## src/rtl/pipelined_adder_pkg.sv

```systemverilog
// Shared definitions for the pipelined add/subtract unit: default geometry,
// operation-mode encoding and the stage-0 carry-in selection.
package pipelined_adder_pkg;

    localparam int DEFAULT_WIDTH  = 32;
    localparam int DEFAULT_STAGES = 4;

    typedef enum logic {
        MODE_ADD = 1'b0,
        MODE_SUB = 1'b1
    } mode_e;

    // Subtraction is A + ~B + 1, so the external carry-in only matters when adding.
    function automatic logic stage0_cin(input logic sub, input logic c_in);
        return (mode_e'(sub) == MODE_SUB) ? 1'b1 : c_in;
    endfunction

endpackage

```

## src/rtl/pipelined_adder_chunk.sv

```systemverilog
// Combinational CHUNK-bit ripple adder. c_msb_in exposes the carry into the top
// bit so the final chunk can report two's-complement overflow.
module adder_chunk #(
    parameter int CHUNK = 8
) (
    input  logic [CHUNK-1:0] a,
    input  logic [CHUNK-1:0] b,
    input  logic             cin,
    output logic [CHUNK-1:0] sum,
    output logic             cout,
    output logic             c_msb_in
);

    logic [CHUNK:0] carry_s;

    assign carry_s[0] = cin;

    for (genvar i = 0; i < CHUNK; i++) begin : g_bit
        full_adder u_fa (
            .a    (a[i]),
            .b    (b[i]),
            .cin  (carry_s[i]),
            .sum  (sum[i]),
            .cout (carry_s[i+1])
        );
    end

    assign cout     = carry_s[CHUNK];
    assign c_msb_in = carry_s[CHUNK-1];

endmodule

```

## src/rtl/pipelined_adder_full_adder.sv

```systemverilog
// Single-bit full adder cell; the ripple chains in adder_chunk are built from it.
module full_adder (
    input  logic a,
    input  logic b,
    input  logic cin,
    output logic sum,
    output logic cout
);

    assign sum  = a ^ b ^ cin;
    assign cout = (a & b) | (cin & (a ^ b));

endmodule

```

## src/rtl/pipelined_adder.sv

```systemverilog
// WIDTH-bit add/subtract unit whose carry chain is cut into STAGES registered
// chunks, with valid/ready handshakes on both sides and bubble-collapsing advance.
module pipelined_adder
    import pipelined_adder_pkg::*;
#(
    parameter int WIDTH  = DEFAULT_WIDTH,
    parameter int STAGES = DEFAULT_STAGES
) (
    input  logic             i_clk,
    input  logic             i_rst,
    input  logic             i_valid,
    output logic             o_ready,
    input  logic [WIDTH-1:0] i_a,
    input  logic [WIDTH-1:0] i_b,
    input  logic             i_c_in,
    input  logic             i_sub,
    output logic             o_valid,
    input  logic             i_ready,
    output logic [WIDTH-1:0] o_sum,
    output logic             o_cout,
    output logic             o_ovf
);

    localparam int CHUNK = WIDTH / STAGES;

    if (WIDTH < 2 || STAGES < 1 || STAGES > WIDTH || (WIDTH % STAGES) != 0) begin : g_bad_params
        $error("pipelined_adder: WIDTH must be >= 2 and a multiple of STAGES (1..WIDTH)");
    end

    logic [STAGES:0]                en_s;
    logic [STAGES-1:0]              v_r;
    logic [STAGES-1:0]              carry_r;
    logic [STAGES-1:0][WIDTH-1:0]   sum_r;
    logic [STAGES-1:0][WIDTH-1:0]   a_r;
    logic [STAGES-1:0][WIDTH-1:0]   b_r;
    logic                           ovf_r;

    logic [STAGES-1:0][WIDTH-1:0]   src_a_s;
    logic [STAGES-1:0][WIDTH-1:0]   src_b_s;
    logic [STAGES-1:0][WIDTH-1:0]   src_sum_s;
    logic [STAGES-1:0][WIDTH-1:0]   nxt_sum_s;
    logic [STAGES-1:0]              src_cin_s;
    logic [STAGES-1:0]              src_v_s;
    logic [STAGES-1:0][CHUNK-1:0]   ch_sum_s;
    logic [STAGES-1:0]              ch_cout_s;
    logic [STAGES-1:0]              ch_cmsb_s;
    logic [WIDTH-1:0]               b_in_s;
    logic                           unused_s;

    assign b_in_s = i_sub ? ~i_b : i_b;

    // Advance chain: a stage may load when it is empty or its successor is moving.
    always_comb begin
        en_s[STAGES] = i_ready;
        for (int k = STAGES - 1; k >= 0; k--) begin
            en_s[k] = !v_r[k] || en_s[k+1];
        end
    end

    // Upstream source of each stage: input port for stage 0, previous stage registers otherwise.
    always_comb begin
        src_a_s[0]   = i_a;
        src_b_s[0]   = b_in_s;
        src_cin_s[0] = stage0_cin(i_sub, i_c_in);
        src_sum_s[0] = {WIDTH{1'b0}};
        src_v_s[0]   = i_valid;
        for (int k = 1; k < STAGES; k++) begin
            src_a_s[k]   = a_r[k-1];
            src_b_s[k]   = b_r[k-1];
            src_cin_s[k] = carry_r[k-1];
            src_sum_s[k] = sum_r[k-1];
            src_v_s[k]   = v_r[k-1];
        end
    end

    for (genvar k = 0; k < STAGES; k++) begin : g_stage
        adder_chunk #(
            .CHUNK (CHUNK)
        ) u_chunk (
            .a        (src_a_s[k][CHUNK*k +: CHUNK]),
            .b        (src_b_s[k][CHUNK*k +: CHUNK]),
            .cin      (src_cin_s[k]),
            .sum      (ch_sum_s[k]),
            .cout     (ch_cout_s[k]),
            .c_msb_in (ch_cmsb_s[k])
        );
    end

    // Merge each stage's freshly computed chunk into the partial sum it inherits.
    always_comb begin
        for (int k = 0; k < STAGES; k++) begin
            nxt_sum_s[k]                   = src_sum_s[k];
            nxt_sum_s[k][CHUNK*k +: CHUNK] = ch_sum_s[k];
        end
    end

    // Stage registers; reset empties the pipe and clears the visible result.
    always_ff @(posedge i_clk) begin
        if (i_rst) begin
            v_r     <= {STAGES{1'b0}};
            carry_r <= {STAGES{1'b0}};
            sum_r   <= {(STAGES*WIDTH){1'b0}};
            a_r     <= {(STAGES*WIDTH){1'b0}};
            b_r     <= {(STAGES*WIDTH){1'b0}};
            ovf_r   <= 1'b0;
        end else begin
            for (int k = 0; k < STAGES; k++) begin
                if (en_s[k]) begin
                    v_r[k]     <= src_v_s[k];
                    sum_r[k]   <= nxt_sum_s[k];
                    carry_r[k] <= ch_cout_s[k];
                    a_r[k]     <= src_a_s[k];
                    b_r[k]     <= src_b_s[k];
                end
            end
            if (en_s[STAGES-1]) begin
                ovf_r <= ch_cout_s[STAGES-1] ^ ch_cmsb_s[STAGES-1];
            end
        end
    end

    // Operand copies in the last stage and intermediate MSB carries have no consumer.
    assign unused_s = ^{a_r[STAGES-1], b_r[STAGES-1], ch_cmsb_s};

    assign o_ready = en_s[0];
    assign o_valid = v_r[STAGES-1];
    assign o_sum   = sum_r[STAGES-1];
    assign o_cout  = carry_r[STAGES-1];
    assign o_ovf   = ovf_r;

endmodule

```

## config.mk

```make
export PLATFORM = sky130hd
export DESIGN_NAME = pipelined_adder
export DESIGN_NICKNAME = d
export VERILOG_FILES = /design/src/rtl/pipelined_adder_pkg.sv /design/src/rtl/pipelined_adder_chunk.sv /design/src/rtl/pipelined_adder_full_adder.sv /design/src/rtl/pipelined_adder.sv
export SDC_FILE = /design/constraint.sdc
export NUM_CORES = 1
export LEC_CHECK = 0
export BUFFER_PORTS_ARGS = -buffer_cell sky130_fd_sc_hd__buf_2
export CAP_MARGIN = 20
export CORE_MARGIN = 1
export CORE_UTILIZATION = 49
export CTS_BUF_LIST = sky130_fd_sc_hd__clkbuf_8
export DETAILED_ROUTE_END_ITERATION = 6
export MAX_ROUTING_LAYER = met4
export PLACE_DENSITY = 0.75
export SLEW_MARGIN = 5
export SYNTH_ARGS = -nofsm -noshare
export SYNTH_HDL_FRONTEND = slang
export SYNTH_HIERARCHICAL = 1
export SYNTH_SLANG_ARGS = --single-unit
export TNS_END_PERCENT = 100
```

## constraint.sdc

```tcl
create_clock -name i_clk -period 13.3 [get_ports i_clk]
set_input_delay 2.66 -clock i_clk [delete_from_list [all_inputs] [get_ports i_clk]]
set_output_delay 2.66 -clock i_clk [all_outputs]
set_load 0.01 [all_outputs]
```

==> metrics.cfg, run 1 <==
[status]
status=finished, violations left
violations=design-rule violations

[floorplanning]
start_util_pct=50.6
core_area_mm2=0.0147
io_pins=106
die_h_um=125
die-area_mm2=0.0157
std_cell_rows=44
die_x_um=125

[clocking]
cts_buffers=17
post-cts-setup-buffers=0
cts_hold_buf=0
htree_levels=4
clock_path_buffers=2
cts_tree=built
clk_latency_ns=0.46
clkSinkCount=185
cts_resized=0
clkTransAtPathRegs_ns=0.09
clockRootBuffer=clkbuf_8

[timing]
period_needed_ns=7.22
fmax_ghz=0.139
worst_slew_pin_slew_ns=0.992
fin_tns_setup_ns=0
skew_ns=0.0105
min_period_over_period_pct=54.2
finalSetupViolations=0
hold_violations=0
fin_ws_ns=6.08
rsz0062_at_grt=false
slew_headroom_pct=33.9
final_max_slew_viol_count=0

[yosys]
yosysWarnings=6
synth.distinct_cells=24
synthCells=858
netlist.area_leader.share_pct=49.8
ys.flop_type=dfxtp_1
netlist_area_mm2=0.00744
ys_ff_latch=185
synth_nets=960
synth_async_sr_flop_share_pct=0
synth_top_area_cell=dfxtp_1
ys_top_cells_by_area=dfxtp_1 (50%), nand2_1 (12%), a21oi_1 (11%), fa_1 (8.6%), xnor2_1 (2.9%)
synthTopCellsByCount=nand2_1 (246), dfxtp_1 (185), a21oi_1 (158)
synth.most_common_cell=nand2_1
synth.avg_cell_area_um2=8.68
synth-edff-count=0
ys_seq_area_share_pct=49.8

[pwr]
clockPowerShare_pct=34.1
powerDensity_mw_per_mm2=129
total_leakage_power_nw=3.28
p_int_uw=817
swShare_pct=24.2
pwr-share-comb_pct=9.3
ir_drop_v=0.0000586
p_seq_share_pct=56.6
p_sw_uw=262
power_mw=1.08

[drt]
drt.antenna.violating_nets=0
via_per_inst=5.18
dr.max_layer_used=met4
met2_wirelength_mm=6.92
totalWireLength_mm=15.6
drc=7
drt_iter0_drc=500
wl_met1_mm=7.77
drtPass1Iterations=7
wl_met3_um=665
wl_per_cell_um=14.0
vias=5774

[cells_and_area]
fin_nets=1021
n_antenna_cell=0
n_fill_cell=1363
drive_gt1_share_pct=15.9
syn2layout_area_growth_pct=12.1
layout.cells.non_filler=1115
multi_input_area_mm2=0.00338
seq_area_mm2=0.00370

[setup_path]
cp_max_fo=83
crit_required_ns=10.64
crit_arrival_ns=4.56
path_class=primary input to output port
critPathLaunchType=primary input
cp-end-kind=output port

[global_route]
gr-total-overflow=0
grt_use_total_pct=21.5
grt_pass1_vias=5315
grt_pass1_wl_mm=26.2
antenna_found_initial=0
grt_max_degree=116

[placement]
portBuffers=105
dp_hpwl_mm=10.0
finalWeightedCongestion=0.775
pre_cts_ws_ns=6.08
dp_cells=1083

[worst_hold_path]
hold_path.class=flip-flop to flip-flop

[run]
maxCapViolCount=0

through the flow:
stage               instance area [µm²]  utilization [%]  hold slack, ns
floorplan                          7440                -           0.432
global placement                   7920             53.9           0.436
detailed placement                 7920             53.9           0.442
CTS                                8320             56.6           0.454
global route                       8340             56.8           0.472
finish                             8340             56.8           0.449
cells by family (layout without fill, tap and decap cells):
group                    count (synthesis)  in the layout  share of synthesized area (%)
AO/OA/AOI/OAI                          216            216                           15.4
buffers and inverters                   76            149                           5.01
AND/OR/NAND/NOR                        316            316                           17.4
XOR/XNOR                                33             33                           3.88
flip-flops                             185            185                           49.8
adder cells (fa/ha/maj)                 32             32                           8.61
metal layers:
layer / GRT usage, % / vias up
met2: 31.3 / 142
met1: 29.9 / 2650
li1: - / 2964
met3: 3.64 / 18
met4: 7.96 / 0
met5: - / -
state kept, by name (all words and copies together), names as in the netlist:
| register | cells |
|---|---|
| a_r | 48 |
| b_r | 48 |
| carry_r | 4 |
| nxt_sum_s | 48 |
| o_ovf | 1 |
| o_sum | 32 |
| v_r | 4 |
cell type report:
cell class                 instances  area share, %
clock buffer                      21           3.46
sequential                       185           44.4
timing repair buffer             116           7.56
inverter                           2         0.0900
tap                              184           2.76
clock inverter                    10           1.24
multi-input combinational        597           40.5
critical path: stages:
cell and delay (ns):
buf_2 0.14, and4b_2 0.27, buf_4 0.65, nand2_2 0.51, buf_2 0.29
power by group through the flow:
stage	clock, mW	combinational [mW]	sequential, mW
final	0.368	0.100	0.610
after global routing	0.397	0.116	0.615
after CTS	0.376	0.100	0.610
after detailed placement	0	0.0992	0.623
after global placement	0	0.0977	0.622
after floorplan	0	0.0655	0.619
worst paths after layout:
check / from / endpoint / slack (ns) / cells past startpoint
hold / removal: o_sum[25] / o_sum[25] / 0.45 / 2
hold reg to reg: o_sum[25] / o_sum[25] / 0.45 / 2
setup / recovery: i_ready / o_ready / 6.08 / 5
setup reg to reg: a_r[88] / o_ovf / 9.22 / 10
cells in the final DEF, fill, tap and decap left out:
cell | Yosys | layout
and3b_1 | 1 | 1
buf_4 | 7 | 11
nand3b_1 | 1 | 1
clkbuf_8 | 0 | 21
nand2_1 | 246 | 246
nand4b_4 | 0 | 1
dfxtp_1 | 185 | 185
nand2_2 | 1 | 1
xor2_1 | 8 | 8
xnor2_1 | 25 | 25
nor2b_2 | 0 | 1
buf_16 | 0 | 1
or2_2 | 1 | 1
nor3_1 | 24 | 24
inv_1 | 2 | 6
clkinvlp_4 | 0 | 2
a21oi_1 | 158 | 158
nand2b_1 | 1 | 1
a211oi_1 | 25 | 25
fa_1 | 32 | 32
nor2_1 | 5 | 5
and4b_2 | 0 | 1
clkinv_4 | 0 | 1
o21ai_0 | 33 | 33
bufinv_16 | 0 | 2
nand3_1 | 33 | 33
buf_2 | 25 | 104
clkinv_2 | 0 | 1
(Power assumes the default switching activity.)
==> run 2, diff against run 1 <==
--- a/config.mk
+++ b/config.mk
@@ -5,6 +5,7 @@
 export SDC_FILE = /design/constraint.sdc
 export NUM_CORES = 1
 export LEC_CHECK = 0
+export ABC_AREA = 1
 export BUFFER_PORTS_ARGS = -buffer_cell sky130_fd_sc_hd__buf_2
 export CAP_MARGIN = 20
 export CORE_MARGIN = 1
==> constraint.sdc (replaced) <==
create_clock -name i_clk -period 7.27 [get_ports i_clk]
set_input_delay 1.454 -clock i_clk [delete_from_list [all_inputs] [get_ports i_clk]]
set_output_delay 1.454 -clock i_clk [all_outputs]
set_load 0.01 [all_outputs]
==> run 2 against run 1 <==
The run now ends clean. Sequential power rose by 84%. Synthesized area rose by 4.1%. Flip-flop and latch count did not move. Critical path depth rose by 7. Via count rose by 4.8%. Total power rose by 85%. Largest cell class unchanged. Synthesized cell count rose by 15%. Combinational power rose by 97%. Core utilization rose by 0.16 points. Worst hold slack improved by 0.019 ns. Final area rose by 4.5%.
==> metrics.cfg, run 2 <==
[timing]
slew_headroom_pct=28.5
rsz0062_at_grt=false
fin_tns_setup_ns=0
skew_ns=0.0121
worst_slew_pin_slew_ns=1.07
min_period_over_period_pct=67.7
finalSetupViolations=0
fmax_ghz=0.203
period_needed_ns=4.92
final_max_slew_viol_count=0
hold_violations=0

[setup_path]
crit_arrival_ns=5.29
crit_required_ns=7.64
cp-end-kind=flip-flop
critPathLaunchType=primary input
path_class=primary input to flip-flop
cp_max_fo=3

[cells_and_area]
finalCoreUtilization_pct=56.9
fin_nets=1150
layout.cells.non_filler=1271
final_common_cell=nor2_1
drive_gt1_share_pct=14.3
n_antenna_cell=0
syn2layout_area_growth_pct=12.6
seq_area_mm2=0.00370
n_fill_cell=1492
multi_input_area_mm2=0.00354
fin_area_mm2=0.00872
layout_common_cells=nor2_1 (282), dfxtp_1 (185), nand2_1 (108), buf_2 (105), nand3_1 (88)

[pwr]
ir_drop_v=0.000121
total_leakage_power_nw=4.12
powerDensity_mw_per_mm2=229

[clocking]
cts_hold_buf=0
cts_buffers=17
htree_levels=4
clkTransAtPathRegs_ns=0.09
clkSinkCount=185
cts_resized=0
clockRootBuffer=clkbuf_8
cts_tree=built
post-cts-setup-buffers=0
clock_path_buffers=2
clk_latency_ns=0.47

[floorplanning]
die_h_um=128
start_util_pct=50.6
core_area_mm2=0.0153
die_x_um=128
io_pins=106
std_cell_rows=45
die-area_mm2=0.0163

[placement]
dp_hpwl_mm=10.3
dpl_cell_area_mm2=0.00828
dp_cells=1238
portBuffers=105
finalWeightedCongestion=0.766

[drt]
wl_per_cell_um=12.5
via_per_inst=4.76
drc=0
drt_iter0_drc=463
drt.antenna.violating_nets=0
drtPass1Iterations=5
totalWireLength_mm=15.8
vias=6050

[yosys]
netlist_area_mm2=0.00775
ys_ff_latch=185
yosysWarnings=6
synth.distinct_cells=21
netlist.area_leader.share_pct=47.8
ys_top_cells_by_area=dfxtp_1 (48%), nor2_1 (14%), fa_1 (8.3%), nand3_1 (5.7%), o21ai_0 (5.4%)
synth_async_sr_flop_share_pct=0
synth.avg_cell_area_um2=7.86
ys_seq_area_share_pct=47.8
synth_nets=1088
synth_top_area_cell=dfxtp_1
synthCells=986
ys.flop_type=dfxtp_1
synth.most_common_cell=nor2_1
synthTopCellsByCount=nor2_1 (282), dfxtp_1 (185), nand2_1 (108)
synth-edff-count=0

[global_route]
grt_pass1_wl_mm=26.3
grt_pass1_vias=5395
grt_max_degree=91
gr-total-overflow=0
grt_use_total_pct=21.0
antenna_found_initial=0

[status]
status=complete, no violations

[run]
maxCapViolCount=0

[worst_hold_path]
hold_path.class=flip-flop to flip-flop

-- run 2: critical path, cell delays in order --
cell	delay [ns]
buf_2	0.14
or2_2	0.31
fa_1	0.40
fa_1	0.40
fa_1	0.41
fa_1	0.40
fa_1	0.40
fa_1	0.39
fa_1	0.38
fa_1	0.43
nor2_1	0.11
nor2_1	0.05
-- run 2: layer usage --
layer | GRT usage, % | vias to the layer above | routed length [µm]
met5 | - | - | 0
met4 | 7.68 | 0 | 197
met3 | 3.55 | 15 | 669
met2 | 29.6 | 121 | 6900
met1 | 30.3 | 2711 | 8080
li1 | - | 3203 | -
-- run 2: logic make-up (layout without fill, tap and decap cells) --
logic type | Yosys count | count (layout) | share of synthesized area [%]
compound gates | 127 | 127 | 8.21
xor+xnor | 33 | 33 | 3.73
flops | 185 | 185 | 47.8
fa+ha+maj | 32 | 32 | 8.27
buf+inv | 124 | 198 | 6.67
simple gates | 485 | 485 | 25.3
-- run 2: metrics by stage --
step | power, mW | hold slack (ns) | setup WS [ns]
CTS | 2.02 | 0.472 | 2.33
detailed placement | 1.34 | 0.459 | 1.83
global route | 2.10 | 0.489 | 2.22
global placement | 1.33 | 0.453 | 1.93
floorplan | 1.26 | 0.446 | 1.84
finish | 2.00 | 0.468 | 2.35
-- run 2: power by group --
| group | internal, mW | leakage, nW | total [mW] | switching (mW) |
|---|---|---|---|---|
| combinational | 0.0851 | 2.41 | 0.197 | 0.112 |
| sequential | 1.08 | 1.52 | 1.12 | 0.0376 |
| clock | 0.330 | 0.194 | 0.682 | 0.352 |
-- run 2: layout make-up --
type                            count  share of cell area [%]
Sequential cell                   185                    42.5
Clock buffer                       20                    3.16
Multi-Input combinational cell    677                    40.6
Clock inverter                     11                    1.39
Inverter                           53                    2.30
Timing Repair Buffer              114                    7.09
Tap cell                          211                    3.03
-- run 2: path summary, 6_finish.rpt --
check                              startpoint              to  slack (ns)  cells after the start
worst max-delay path                    i_sub   nxt_sum_s[39]        2.35                     12
worst min-delay path            nxt_sum_s[70]  nxt_sum_s[102]        0.47                      2
worst max register to register        a_r[48]  nxt_sum_s[119]        3.28                     10
worst min register to register  nxt_sum_s[70]  nxt_sum_s[102]        0.47                      2
==> run 3, diff against run 2 <==
--- a/config.mk
+++ b/config.mk
@@ -5,7 +5,7 @@
 export SDC_FILE = /design/constraint.sdc
 export NUM_CORES = 1
 export LEC_CHECK = 0
-export ABC_AREA = 1
+export ABC_AREA = 0
 export BUFFER_PORTS_ARGS = -buffer_cell sky130_fd_sc_hd__buf_2
 export CAP_MARGIN = 20
 export CORE_MARGIN = 1
@@ -13,7 +13,7 @@
 export CTS_BUF_LIST = sky130_fd_sc_hd__clkbuf_8
 export DETAILED_ROUTE_END_ITERATION = 6
 export MAX_ROUTING_LAYER = met4
-export PLACE_DENSITY = 0.75
+export PLACE_DENSITY = 0.78
 export SLEW_MARGIN = 5
 export SYNTH_ARGS = -nofsm -noshare
 export SYNTH_HDL_FRONTEND = slang
==> constraint.sdc (replaced) <==
create_clock -name i_clk -period 4.5 [get_ports i_clk]
set_input_delay 0.9 -clock i_clk [delete_from_list [all_inputs] [get_ports i_clk]]
set_output_delay 0.9 -clock i_clk [all_outputs]
set_load 0.01 [all_outputs]
==> run 3 against run 2 <==
The run now ends with design-rule violations left. Worst hold slack got worse by 0.017 ns. Flip-flop and latch count unchanged. Sequential power increased by 61%. Wire length increased by 1.1%. Via count decreased by 3.3%. Critical path depth decreased by 2.
==> metrics.cfg, run 3 (synthesis results as in run 1) <==
[timing]
finalSetupViolations=0
skew_ns=0.00845
min_period_over_period_pct=90.7
rsz0062_at_grt=false
final_max_slew_viol_count=0
fin_ws_ns=0.417
worst_slew_pin_slew_ns=0.953
hold_violations=0
fmax_ghz=0.245
slew_headroom_pct=36.5
period_needed_ns=4.08

[drt]
drt_iter0_drc=504
drc=8
drt.antenna.violating_nets=0
via_per_inst=5.24
vias=5849
wl_per_cell_um=14.4
drtPass1Iterations=7
totalWireLength_mm=16.0

[clocking]
htree_levels=4
clock_path_buffers=2
post-cts-setup-buffers=0
cts_hold_buf=0
cts_buffers=17
clk_latency_ns=0.46
clkSinkCount=185
cts_resized=0
cts_tree=built
clockRootBuffer=clkbuf_8
clkTransAtPathRegs_ns=0.09

[global_route]
grt_use_total_pct=21.8
grt_pass1_wl_mm=26.5
grt_pass1_vias=5304
grt_max_degree=96
gr-total-overflow=0
antenna_found_initial=0

[floorplanning]
start_util_pct=50.6
die_h_um=125
die_x_um=125
die-area_mm2=0.0157
std_cell_rows=44
io_pins=106
core_area_mm2=0.0147

[setup_path]
cp-end-kind=flip-flop
path_class=flip-flop to flip-flop
crit_arrival_ns=4.46
crit_start=a_r[88]
r2r-start=a_r[88]
critPathLaunchType=flip-flop
cp_max_fo=2
crit_required_ns=4.87

[pwr]
ir_drop_v=0.000193
total_leakage_power_nw=3.32
power_mw=3.45
powerDensity_mw_per_mm2=407

[cells_and_area]
final_common_cell=nand2_1
finalCoreUtilization_pct=57.6
drive_gt1_share_pct=17.2
layout_common_cells=nand2_1 (246), dfxtp_1 (185), a21oi_1 (158), buf_2 (104)
fin_area_mm2=0.00847
fin_nets=1022
syn2layout_area_growth_pct=13.8
n_antenna_cell=0

[placement]
pre_cts_ws_ns=-0.0493
dpl_cell_area_mm2=0.00797
dp_hpwl_mm=10.5
portBuffers=105
finalWeightedCongestion=0.808

[status]
violations=design-rule violations
status=finished, violations left

[worst_hold_path]
worstHoldStart=carry_r[3]
hold_path.class=flip-flop to flip-flop

[run]
maxCapViolCount=0

run 3: cell types whose count changed in the layout (fill, tap and decap cells not counted), sizes merged, moves of 25 or more:
cell / delta
a211oi: +25
nor2: -280
nand3: -57
o21ai: -50
inv: -50
a21oi: +114
nand2: +139
run 3: metal layers:
layer / vias to the layer above / global-route usage (%) / routed length, µm
met3: 17 / 4.11 / 843
met1: 2726 / 30.6 / 7770
met2: 144 / 31.5 / 7180
li1: 2962 / - / -
met4: 0 / 7.75 / 244
met5: - / - / 0
run 3: final cells by class:
class / count / area [µm²]
Sequential cell: 185 / 3700
Timing Repair Buffer: 117 / 631
Inverter: 2 / 7.51
Clock buffer: 21 / 289
Tap cell: 184 / 230
Clock inverter: 10 / 211
Multi-Input combinational cell: 597 / 3400
Fill cell: 1334 / 6230
run 3: worst paths after layout:
kind	to	slack [ns]	cells after the start
setup / recovery	o_ovf	0.42	10
hold / removal	carry_r[3]	0.45	2
setup reg to reg	o_ovf	0.42	10
hold reg to reg	carry_r[3]	0.45	2
run 3: metrics by stage:
step                      cells  TNS (ns)  hold slack (ns)
after floorplan             858   -0.0940            0.432
after global placement     1085         0            0.437
after detailed placement   1085   -0.0493            0.441
final                      1116         0            0.451
after global routing       1116         0            0.464
after CTS                  1116         0            0.453
run 3: worst max-delay path, stage by stage, from the launching register on:
cell and delay (ns):
dfxtp_1 0.33, fa_1 0.45, fa_1 0.39, fa_1 0.42
fa_1 0.40, fa_1 0.39, fa_1 0.39, fa_1 0.44
fa_1 0.42, xnor2_1 0.14, a211oi_1 0.21
run 3: report_power, final:
| part | leakage (nW) | internal (mW) | total, mW | switching, mW |
|---|---|---|---|---|
| Sequential | 1.52 | 1.74 | 1.80 | 0.0630 |
| Combinational | 1.55 | 0.135 | 0.301 | 0.165 |
| Clock | 0.252 | 0.776 | 1.34 | 0.565 |
